==> config.mk <==
export PLATFORM = sky130hd
export DESIGN_NAME = gen_write_sequencer
export DESIGN_NICKNAME = d
export VERILOG_FILES = /design/src/rtl/gen_write_sequencer.sv
export SDC_FILE = /design/constraint.sdc
export NUM_CORES = 1
export LEC_CHECK = 0
export BUFFER_PORTS_ARGS = -buffer_cell sky130_fd_sc_hd__buf_4
export CORE_ASPECT_RATIO = 1.2
export CORE_MARGIN = 2
export CORE_UTILIZATION = 45
export CTS_CLUSTER_DIAMETER = 30
export CTS_CLUSTER_SIZE = 24
export DETAILED_ROUTE_END_ITERATION = 16
export GPL_ROUTABILITY_DRIVEN = 1
export SLEW_MARGIN = 20
export SYNTH_ARGS = -nofsm -noshare
export SYNTH_HDL_FRONTEND = slang
export SYNTH_SLANG_ARGS = --single-unit
==> constraint.sdc <==
create_clock -name clk -period 3.9 [get_ports clk]
set_input_delay 0 -clock clk [delete_from_list [all_inputs] [get_ports clk]]
set_output_delay 0 -clock clk [all_outputs]
set_load 0.01 [all_outputs]
==> src/rtl/gen_write_sequencer.sv <==
// Sequences host pin writes and an 8-step pattern player onto the signal_generator write bus.
// Latency: a host edge reaches gen_addr/gen_data 2 cycles later and gen_wr 3 cycles later; one write per 4 cycles.
// Backpressure: one pending slot per source; a newer request overwrites an unissued one and raises host_ovr/seq_miss.
// Optional: define SEQ_ONESHOT_EN to add seq_oneshot/seq_done (player stops after one pass).
module gen_write_sequencer #(
    parameter int DEPTH  = 8,
    parameter int TICK_W = 16,
    localparam int IDX_W = $clog2(DEPTH)
) (
    input  logic              clk,
    input  logic              rst,
    input  logic              en,
    input  logic              host_wr,
    input  logic [2:0]        host_addr,
    input  logic [4:0]        host_data,
    input  logic              pat_we,
    input  logic [IDX_W-1:0]  pat_idx,
    input  logic [8:0]        pat_entry,
    input  logic              seq_run,
    input  logic [IDX_W-1:0]  seq_len,
    input  logic [TICK_W-1:0] tempo,
    output logic              gen_wr,
    output logic [2:0]        gen_addr,
    output logic [4:0]        gen_data,
    output logic              busy,
    output logic [IDX_W-1:0]  step,
    output logic              host_ovr,
    output logic              seq_miss
`ifdef SEQ_ONESHOT_EN
    ,
    input  logic              seq_oneshot,
    output logic              seq_done
`endif
);

    typedef enum logic [1:0] {B_IDLE, B_SETUP, B_STROBE, B_HOLD} bus_state_e;

    bus_state_e        state_q, state_d;
    logic              host_wr_q;
    logic              hp_v_q, host_ovr_q;
    logic [2:0]        hp_addr_q;
    logic [4:0]        hp_data_q;
    logic [TICK_W-1:0] cnt_q;
    logic [IDX_W-1:0]  step_q;
    logic              sp_v_q, seq_miss_q;
    logic [2:0]        sp_addr_q;
    logic [4:0]        sp_data_q;
    logic [8:0]        ram_q [DEPTH];
    logic [2:0]        gen_addr_q;
    logic [4:0]        gen_data_q;
    logic              done_q;

    logic       host_edge, grant, grant_h, grant_s, tick, step_last, run_ok;
    logic [8:0] rd_entry;

    assign host_edge = host_wr & ~host_wr_q;
    assign grant     = (state_q == B_IDLE) & en & (hp_v_q | sp_v_q);
    assign grant_h   = grant & hp_v_q;
    assign grant_s   = grant & ~hp_v_q;
    assign run_ok    = seq_run & en & ~done_q;
    assign tick      = run_ok & (cnt_q == tempo);
    // step > seq_len can happen when seq_len shrinks at runtime; treat it as the wrap point too
    assign step_last = (step_q >= seq_len);
    assign rd_entry  = ram_q[step_q];

    // Host request capture: edge detect, single pending slot with overwrite flag
    always_ff @(posedge clk or posedge rst) begin
        if (rst) begin
            host_wr_q  <= 1'b0;
            hp_v_q     <= 1'b0;
            hp_addr_q  <= '0;
            hp_data_q  <= '0;
            host_ovr_q <= 1'b0;
        end else begin
            host_wr_q <= host_wr;
            if (host_edge) begin
                hp_v_q    <= 1'b1;
                hp_addr_q <= host_addr;
                hp_data_q <= host_data;
                if (hp_v_q && !grant_h) host_ovr_q <= 1'b1;
            end else if (grant_h) begin
                hp_v_q <= 1'b0;
            end
        end
    end

    // Tempo counter: period tempo+1, cleared whenever the player is stopped
    always_ff @(posedge clk or posedge rst) begin
        if (rst) begin
            cnt_q <= '0;
        end else if (!seq_run) begin
            cnt_q <= '0;
        end else if (run_ok) begin
            cnt_q <= tick ? '0 : cnt_q + TICK_W'(1);
        end
    end

    // Pattern player: load the current entry on a tick and advance the step
    always_ff @(posedge clk or posedge rst) begin
        if (rst) begin
            step_q     <= '0;
            sp_v_q     <= 1'b0;
            sp_addr_q  <= '0;
            sp_data_q  <= '0;
            seq_miss_q <= 1'b0;
        end else if (!seq_run) begin
            step_q <= '0;
            sp_v_q <= 1'b0;
        end else if (tick) begin
            sp_v_q    <= rd_entry[8];
            sp_addr_q <= rd_entry[7:5];
            sp_data_q <= rd_entry[4:0];
            step_q    <= step_last ? '0 : step_q + IDX_W'(1);
            if (sp_v_q && !grant_s) seq_miss_q <= 1'b1;
        end else if (grant_s) begin
            sp_v_q <= 1'b0;
        end
    end

`ifdef SEQ_ONESHOT_EN
    // One-shot completion: latch after the last-step tick, release when the player stops
    always_ff @(posedge clk or posedge rst) begin
        if (rst) begin
            done_q <= 1'b0;
        end else if (!seq_run) begin
            done_q <= 1'b0;
        end else if (tick && seq_oneshot && step_last) begin
            done_q <= 1'b1;
        end
    end
    assign seq_done = done_q;
`else
    assign done_q = 1'b0;
`endif

    // Pattern RAM: a same-cycle tick read sees the pre-write contents
    always_ff @(posedge clk or posedge rst) begin
        if (rst) begin
            for (int i = 0; i < DEPTH; i++) ram_q[i] <= '0;
        end else if (pat_we) begin
            ram_q[pat_idx] <= pat_entry;
        end
    end

    // Bus state register and granted address/data, held until the next grant
    always_ff @(posedge clk or posedge rst) begin
        if (rst) begin
            state_q    <= B_IDLE;
            gen_addr_q <= '0;
            gen_data_q <= '0;
        end else begin
            state_q <= state_d;
            if (grant) begin
                gen_addr_q <= hp_v_q ? hp_addr_q : sp_addr_q;
                gen_data_q <= hp_v_q ? hp_data_q : sp_data_q;
            end
        end
    end

    // Bus next-state: setup, one-cycle strobe, hold, then back to idle
    always_comb begin
        state_d = state_q;
        case (state_q)
            B_IDLE:   if (grant) state_d = B_SETUP;
            B_SETUP:  state_d = B_STROBE;
            B_STROBE: state_d = B_HOLD;
            B_HOLD:   state_d = B_IDLE;
            default:  state_d = B_IDLE;
        endcase
    end

    assign gen_wr   = (state_q == B_STROBE);
    assign busy     = (state_q != B_IDLE);
    assign gen_addr = gen_addr_q;
    assign gen_data = gen_data_q;
    assign step     = step_q;
    assign host_ovr = host_ovr_q;
    assign seq_miss = seq_miss_q;

endmodule

[Word-level counts from Yosys, hierarchy flattened]
Index checks and enable logic that the tools add are counted.
Word-level totals
  bits in registers: 122
  input port bits: 45
  output and inout port bits: 15
  logic and storage cells: 80
Cells by class
  add/sub/neg operators: 2
  order comparisons: 4
  equal/unequal tests: 8
  mux-type cells: 21
  bitwise logic cells: 12
  reduce and logical (&&, ||, !) cells: 11
Operators by type and width (count)
  bitwise mux 72 bit: 1
  two-way mux 16 bit: 3
  binary-select mux 9 bit (select 3 bit): 1
  demux 9 bit (select 3 bit): 1
  two-way mux 9 bit: 3
  adder 16 x 1 -> 16 bit, second input constant: 1
  equality test 16 bit: 1
  two-way mux 3 bit: 4
  greater-or-equal comparator 4 bit, second input constant: 2
  inverter 3 -> 4 bit: 2
  case mux 2 bit (4 select lines): 1
  AND 1 bit: 7
  two-way mux 1 bit: 5
  two-way mux 5 bit: 1
  equality test 2 bit, second input constant: 2
  < comparator 4 x 1 -> 1 bit, second input constant: 1
  != test 2 x 1 -> 1 bit, second input constant: 2
  AND reduction 2 bit: 2
  nonzero test 2 bit: 2
  adder 3 x 1 -> 3 bit, second input constant: 1
  greater-or-equal comparator 3 bit: 1
  logical AND 1 bit: 3
  != test 3 x 1 -> 1 bit, second input constant: 1
  AND reduction 3 bit: 1
  other kinds (7): 9

[Logic depth before layout (Yosys ltp)]
Gate-level depths: netlist of run 1.
  word-level depth: 7
  mapped depth: 8
  gate-level depth less buffers: 7

[Least setup slack after synthesis of run 1]
OpenSTA, ideal clock, no wires.
  path kind: register -> register
  start: reg step_q[0] (netlist: step[0])
  end: reg step_q[2] (netlist: step[2])
  arrival time: 1883 ps
  path slack: 1949 ps
  stages on the path, launching flop included: 9
  period minus slack after synthesis: 1951 ps
  cell sequence: dfrtp_1 -> buf_2 -> inv_1 -> ha_1 -> nand2b_1 -> a21o_1 -> a21oi_1 -> and4bb_2 -> a311o_1
On the way
  longest elaborated chain between the ends: 4
RTL lines
  from (decl): line 44  | logic [IDX_W-1:0] step_q;
  from (signal assigned): line 113  | step_q <= step_last ? '0 : step_q + IDX_W'(1);
  adder 3 x 1 -> 3 bit or greater-or-equal comparator 3 bit (tied branches): line 113, 63
  two-way mux 3 bit *: line 113
  two-way mux 3 bit *: line 109  | end else if (tick) begin
  two-way mux 3 bit *: line 106  | end else if (!seq_run) begin
Every way passes the cells marked *; elsewhere a longest branch is shown, timed or not. The select of a mux whose other input is x is not followed.
A chain may end at the register's enable or synchronous reset.

[Worst setup path after layout of run 1]
  start: reg cnt_q[10]
  end: reg cnt_q[1]
On the way
  longest elaborated chain between the ends: 5
RTL lines
  from (decl): line 43  | logic [TICK_W-1:0] cnt_q;
  from (signal assigned): line 94  | cnt_q <= tick ? '0 : cnt_q + TICK_W'(1);
  equality test 16 bit: line 61  | assign tick = run_ok & (cnt_q == tempo);
  AND 1 bit: line 61
  two-way mux 16 bit: line 94
  two-way mux 16 bit: line 93  | end else if (run_ok) begin
  two-way mux 16 bit: line 91  | end else if (!seq_run) begin
Every way passes these cells. The select of a mux whose other input is x is not followed.

==> metrics.log, run 1 <==
[metrics] Critical Path AT: ~2800 ps
[metrics] slew of the pin with the lowest slew margin: roughly 1100 ps
[metrics] vias after detailed routing: 3,647
[metrics] count of standard-cell rows: 45
[metrics] post-detailed-routing wire length: 11,900 um
[metrics] setup repair after global routing missed its margin: no
[metrics] Power per Cell Area: 544 nW/um2
[metrics] startpoint type of the worst setup path: flop
[metrics] Resized cells post-CTS: 0
[metrics] FMAX: approximately 400 MHz
[metrics] period utilisation layout: 64.0%
[metrics] gpl congestion: 0.734
[metrics] number of enable-type register cells in the synthesized netlist: 0
[metrics] number of flip-flops and latches in the synthesized netlist: around 120
[metrics] worst clock skew: 4.60 ps
[metrics] initial cell density of the core: between 40% and 50%
[metrics] longest individual stage delay on the worst path: 570 ps
[metrics] post-synth top area cell: dfrtp_1
[metrics] post-synthesis net count: 473
[metrics] area of the placeable core: between 10,000 and 15,000 um2
[metrics] most common flop cell mapped by yosys: dfrtp_1
[metrics] number of input and output port buffers inserted: 59
[metrics] initial antenna violation count: 0
[metrics] dpl cells: 628
[metrics] I/O pins: 60
[metrics] leading cell type in the layout, fill and taps excluded: dfrtp_1
[metrics] via count of the first global-routing pass: 3,769
[metrics] worst min path class: input pin to flop
[metrics] number of cells produced by synthesis: 420
[metrics] proportion of layout cells with a drive suffix above 1: 42.1%
[metrics] detailed-router iteration count before antenna repair: 4
[metrics] kind of critical path: flop to flop
[metrics] Skew-Pair Late Insertion Delay: 410 ps
[metrics] number of distinct standard cells referenced by the synthesized netlist: 43
[metrics] Mapped Avg Cell Area: ~14 um2
[metrics] initial DRC count: 82
[metrics] deepest clock path buffer count: 2
[metrics] maximum number of pins on one net before global-route repair: 56
[metrics] final number of hold-violating endpoints: 0
[metrics] ordered list of cells on the worst path: xor2_1, nor4_1, nand3_1, nor2_4, o22ai_1, dlygate4sd3_1
[metrics] buffer count from post-CTS setup fixing: 0
[metrics] die area: 13,800 um2
[metrics] leakage power of the design: approximately 0.0032 uW
[metrics] largest fanout on the critical path: 13
[metrics] area share of the largest cell type after synthesis: 52.8%
[metrics] Critical-path top delay cell: dlygate4sd3_1
[metrics] number of nets still failing antenna checks after routing: 0
[metrics] growth of design area from synthesis to finish: 24.9%
[metrics] synthesized cell area: 5780 um2
[metrics] status: completed
[metrics] number of warnings printed during yosys synthesis: 0
[metrics] leading cell types by total area after synthesis: dfrtp_1, mux2_2, mux4_2
[metrics] category of the worst setup path capture point: flop
[metrics] number of violations of the max-capacitance limit: 0
[metrics] Post-Layout Cell Count: slightly below 700
[metrics] Total Negative Setup Slacks: 0 ps
[metrics] sum of overflow across all layers after global routing: 0
[metrics] maximum vdd ir drop: 0.000335 V
[metrics] All-Layer GR Usage: 18.8%
[metrics] max-slew violation count: 0
[metrics] WP data required: 4190 ps
[metrics] Final Setup Violations: 0
[metrics] DRC viols: 0
[metrics] clock-pin slew on the worst setup and hold paths: roughly 50 ps
[metrics] DIE HEIGHT: 128 um
[metrics] number of H-tree branching levels: 4
[metrics] final net count: 558
[metrics] routed vias/inst: around 5.3
[metrics] TritonCTS buffer count: 17
[metrics] first-pass GRT wire length: 19,400 um
[metrics] horizontal extent of the die: 107 um
[metrics] post-DR wirelength/cell: between 15 and 20 um
[metrics] sequential cell area fraction in the yosys report: 52.8%
[metrics] TritonCTS clock tree: yes
[metrics] clock period minus worst slack: 2500 ps
[metrics] total clock sinks: 122
[metrics] commonest non-fill, non-tap cells in the layout: dfrtp_1, mux2_2, buf_4
[metrics] cell chosen for the clock root: clkbuf_16
[metrics] Post-DP HPWL: 7700 um
[metrics] share of flip-flops with an asynchronous set or reset: 100%
[metrics] worst-case headroom to the max-slew limit: between 20% and 30%
[metrics] antenna diode instance count: 0
## sequential cells by signal, summed over array words and instances, names as in the netlist
register   cells
cnt_q         16
gen_addr       3
gen_data       5
host_ovr       1
host_wr_q      1
hp_addr_q      3
hp_data_q      5
hp_v_q         1
ram_q         72
seq_miss       1
sp_addr_q      3
sp_data_q      5
sp_v_q         1
state_q        2
step           3
## synthesized netlist by cell type (7+ instances only)
master / n
ha_1: 8
o21ai_0: 13
mux2_2: 91
inv_1: 7
clkbuf_1: 10
dfrtp_1: 122
nand3_1: 7
nor2b_1: 7
mux4_2: 18
a22oi_1: 8
nor2_1: 17
nand2_1: 19
xor2_1: 25
## critical path: cells and delay by family, from the launching register on
kind	cells	cell delay, ps
xor+xnor	1	180
simple gates	3	1030
flops	1	430
compound gates	1	160
buf+inv	1	570
## where the power goes
| group | switching (uW) | total (uW) | internal (uW) |
|---|---|---|---|
| Clock | 544 | 1640 | 1100 |
| Sequential | 136 | 1640 | 1500 |
| Combinational | 262 | 642 | 379 |
| Total | 943 | 3920 | 2980 |
## path summary, 6_finish.rpt
check | slack, ps | startpoint | cells after the start | to
min in group asynchronous | 270 | rst | 3 | cnt_q[15]$_DFFE_PP0P_
min reg2reg | 470 | host_ovr$_DFFE_PP0P_ | 1 | host_ovr$_DFFE_PP0P_
max | 1400 | cnt_q[10]$_DFFE_PP0P_ | 6 | cnt_q[1]$_DFFE_PP0P_
max in group asynchronous | 2640 | rst | 4 | hp_addr_q[0]$_DFFE_PP0P_
min | 150 | pat_idx[0] | 3 | ram_q[35]$_DFFE_PP0P_
max reg2reg | 1400 | cnt_q[10]$_DFFE_PP0P_ | 6 | cnt_q[1]$_DFFE_PP0P_
## stage by stage
| stage | worst slack [ps] | hold slack [ps] | util (%) | total power [uW] | area, um2 |
|---|---|---|---|---|---|
| global placement | 1680 | 117 | 50.5 | 2260 | 6370 |
| global route | 1280 | 168 | 57.2 | 4120 | 7210 |
| finish | 1400 | 154 | 57.2 | 3920 | 7210 |
| CTS | 1410 | 144 | 57.2 | 3970 | 7210 |
| detailed placement | 1610 | 119 | 50.5 | 2290 | 6370 |
| floorplan | 657 | 31.4 | - | 2060 | 5780 |
## logic make-up after synthesis
kind of cell,share of synthesized area (%)
buf+inv,2.10
flops,52.8
xor+xnor,4.70
simple gates,8.14
compound gates,3.75
fa+ha+maj,1.73
mux,26.7
## what timing repair did
| action | 4_1_cts | 5_1_grt |
|---|---|---|
| hold endpoints to repair | 142 | 0 |
| hold buffers | 22 | 0 |
| endpoints found under the setup margin | 0 | 0 |
## layer usage
metal | wire, um | vias up | global-route usage, %
met1 | 5280 | 1847 | 23.6
met2 | 5960 | 76 | 30.8
met5 | 0 | - | 0
met3 | 395 | 17 | 4.27
met4 | 255 | 0 | 9.13
li1 | - | 1707 | -
## area by class of cell
| cell class | count | area [um2] |
|---|---|---|
| clock buffers | 20 | 457 |
| clock inverters | 12 | 171 |
| fillers | 1054 | 5400 |
| inverters | 7 | 28.8 |
| multi-input cells | 273 | 2610 |
| flip-flops and latches | 122 | 3050 |
| well taps | 164 | 205 |
| repair buffers | 84 | 686 |
No activity file was read; power rests on OpenSTA's default activity.
==> inputs of run 2 (changes only) <==
--- a/config.mk
+++ b/config.mk
@@ -13,6 +13,7 @@
 export CTS_CLUSTER_SIZE = 24
 export DETAILED_ROUTE_END_ITERATION = 16
 export GPL_ROUTABILITY_DRIVEN = 1
+export PLACE_DENSITY = 0.66
 export SLEW_MARGIN = 20
 export SYNTH_ARGS = -nofsm -noshare
 export SYNTH_HDL_FRONTEND = slang
==> constraint.sdc (replaced) <==
create_clock -name clk -period 2.1 [get_ports clk]
set_input_delay 0 -clock clk [delete_from_list [all_inputs] [get_ports clk]]
set_output_delay 0 -clock clk [all_outputs]
set_load 0.01 [all_outputs]
==> metrics.log, run 2 (same netlist as run 1, synthesis figures left out) <==
[metrics] Critical-path top delay cell: dfrtp_1
[metrics] dpl cells: 646 (+2.9%)
[metrics] worst min path class: input pin to async pin
[metrics] setup repair after global routing missed its margin: no
[metrics] vias after detailed routing: 3,690 (+1.2%)
[metrics] Largest regs: ram_q: 72 flops, cnt_q: 16 flops
[metrics] largest reg by FF count: ram_q
[metrics] RR Startpoint: cnt_q[5]$_DFFE_PP0P_
[metrics] startpoint type of the worst setup path: flop
[metrics] number of nets still failing antenna checks after routing: 0 (unchanged)
[metrics] final number of hold-violating endpoints: 0 (unchanged)
[metrics] max-slew violation count: 0 (unchanged)
[metrics] worst setup path startpoint: cnt_q[5]$_DFFE_PP0P_
[metrics] TritonCTS clock tree: yes
[metrics] growth of design area from synthesis to finish: 26.7%
[metrics] number of violations of the max-capacitance limit: 0 (unchanged)
[metrics] I/O pins: 60 (unchanged)
[metrics] Power per Cell Area: 955 nW/um2 (+76%)
[metrics] DIE HEIGHT: 128 um (unchanged)
[metrics] max FFs per register: 72 (unchanged)
[metrics] Post-Layout Cell Count: 697 (+2.2%)
[metrics] detailed-router iteration count before antenna repair: 4 (unchanged)
[metrics] number of input and output port buffers inserted: 59 (unchanged)
[metrics] antenna diode instance count: 0 (unchanged)
[metrics] FF-to-FF setup slack: 180 ps (-1220 ps)
[metrics] worst clock skew: 5.60 ps (+1.01 ps)
[metrics] Total Negative Setup Slacks: 0 ps (unchanged)
[metrics] kind of critical path: flop to flop
[metrics] TritonCTS buffer count: 17 (unchanged)
[metrics] ordered list of cells on the worst path: xor2_1, nor4_2, nand4_2, nor2_4, buf_4, mux2_4
[metrics] All-Layer GR Usage: 19.2% (+0.40 points)
[metrics] count of standard-cell rows: 45 (unchanged)
[metrics] first-pass GRT wire length: 19,800 um (+2.5%)
[metrics] total clock sinks: 122 (unchanged)
[metrics] period utilisation layout: 91.4% (+27 points)
[metrics] clock period minus worst slack: 1920 ps (-577 ps)
[metrics] clock-pin slew on the worst setup and hold paths: 50 ps (about the same)
[metrics] commonest non-fill, non-tap cells in the layout: dfrtp_1, mux2_2, buf_4
[metrics] Fillers: 1,028 (-2.5%)
[metrics] status: completed
[metrics] Final Setup Violations: 0 (unchanged)
[metrics] proportion of layout cells with a drive suffix above 1: 43.3% (+1.3 points)
[metrics] Post-DP HPWL: 8010 um (+4.0%)
[metrics] horizontal extent of the die: 107 um (unchanged)
[metrics] buffer count from post-CTS setup fixing: 0 (unchanged)
[metrics] initial antenna violation count: 0 (unchanged)
[metrics] largest fanout on the critical path: 6 (-7)
[metrics] longest individual stage delay on the worst path: 410 ps (-160 ps)
[metrics] sum of overflow across all layers after global routing: 0 (unchanged)
[metrics] routed vias/inst: 5.29 (-1.0%)
[metrics] cell chosen for the clock root: clkbuf_16
[metrics] leading cell type in the layout, fill and taps excluded: dfrtp_1
[metrics] leakage power of the design: 0.00325 uW (+1.9%)
[metrics] slew of the pin with the lowest slew margin: 709 ps (-362 ps)
[metrics] post-DR wirelength/cell: 17.4 um (-0.28%)
[metrics] WP data required: 2400 ps (-1790 ps)
[metrics] Skew-Pair Late Insertion Delay: 410 ps (about the same)
[metrics] maximum vdd ir drop: 0.000484 V (+44%)
[metrics] area of the placeable core: 12,600 um2 (unchanged)
[metrics] number of H-tree branching levels: 4 (unchanged)
[metrics] initial cell density of the core: 45.8% (unchanged)
[metrics] worst-case headroom to the max-slew limit: 52.2% (+24 points)
[metrics] post-detailed-routing wire length: 12,100 um (+1.9%)
[metrics] Critical Path AT: 2220 ps (-570 ps)
[metrics] DRC viols: 0 (unchanged)
[metrics] category of the worst setup path capture point: flop
[metrics] die area: 13,800 um2 (unchanged)
[metrics] Resized cells post-CTS: 0 (unchanged)
[metrics] total chip power: 6990 uW (+78%)
[metrics] reg2reg path depth: 6 (unchanged)
[metrics] deepest clock path buffer count: 2 (unchanged)
[metrics] FMAX: 521 MHz (+30%)
[metrics] final net count: 575 (+3.0%)
[metrics] via count of the first global-routing pass: 3,830 (+1.6%)
[metrics] Reg2Reg Capture Point: sp_data_q[3]$_DFFE_PP0P_
[metrics] maximum number of pins on one net before global-route repair: 73 (+30%)
[metrics] initial DRC count: 148 (+80%)
[metrics] gpl congestion: 0.865 (+18%)
==> run 2: cell types whose count changed in the layout (fill, tap and decap cells not counted), sizes merged <==
cell and delta:
clkbuf +4, clkinv -2, buf +18, bufinv -3
inv -1, dlygate4sd3 -1
==> run 2: where the power goes <==
| group | internal (uW) | total, uW | switching (uW) |
|---|---|---|---|
| sequential | 2790 | 3040 | 254 |
| combinational | 716 | 1220 | 501 |
| clock | 1760 | 2730 | 963 |
| total | 5270 | 6990 | 1720 |
==> run 2: per-layer routing <==
| metal | part of all wire (%) | vias to the layer above | track usage [%] |
|---|---|---|---|
| li1 | - | 1732 | - |
| met1 | 45 | 1870 | 25.3 |
| met2 | 50 | 72 | 30.9 |
| met3 | 3.3 | 16 | 4.63 |
| met4 | 1.6 | 0 | 7.39 |
| met5 | 0 | - | 0 |
==> run 2: final cells by class <==
cell class	count	area [um2]	share of cell area (%)
sequential	122	3050	41.7
inverter	7	30.0	0.410
multi-input combinational	273	2600	35.6
clock buffer	24	502	6.86
tap	164	205	2.80
timing repair buffer	101	861	11.8
clock inverter	6	63.8	0.872
==> run 2: how the worst max path moves through the flow <==
| stage | to | slack, ps | depth (start not counted) |
|---|---|---|---|
| detailed placement | sp_data_q[3]$_DFFE_PP0P_ | 180 | 6 |
| CTS | sp_data_q[3]$_DFFE_PP0P_ | 160 | 6 |
| global placement | sp_data_q[3]$_DFFE_PP0P_ | 200 | 6 |
| finish | sp_data_q[3]$_DFFE_PP0P_ | 180 | 6 |
| global route | sp_data_q[2]$_DFFE_PP0P_ | 50 | 6 |
| floorplan | step[2]$_DFFE_PP0P_ | 150 | 8 |
==> run 2: stage by stage <==
| stage | hold slack [ps] | util, % | cell area [um2] | setup slack [ps] |
|---|---|---|---|---|
| 4_1_cts | 173 | 58.0 | 7320 | 160 |
| 3_5_place_dp | 51.7 | 51.9 | 6540 | 176 |
| 3_3_place_gp | 58.5 | 51.9 | 6540 | 203 |
| 6_report | 169 | 58.0 | 7320 | 180 |
| 5_1_grt | 204 | 58.0 | 7320 | 47.3 |
| 2_1_floorplan | 31.4 | - | 5780 | 149 |
==> run 2: critical path, delay by kind of cell, from the launching register on <==
kind	cells	cell delay [ps]
DFF	1	410
buffers and inverters	1	180
muxes	1	300
xor gates and xnor gates	1	190
and+or+nand+nor	3	730
==> run 2: what timing repair did <==
| item | 4_1_cts | 5_1_grt |
|---|---|---|
| endpoints found under the setup margin | 0 | 0 |
| hold buffers | 21 | 0 |
| endpoints found under the hold margin | 106 | 0 |
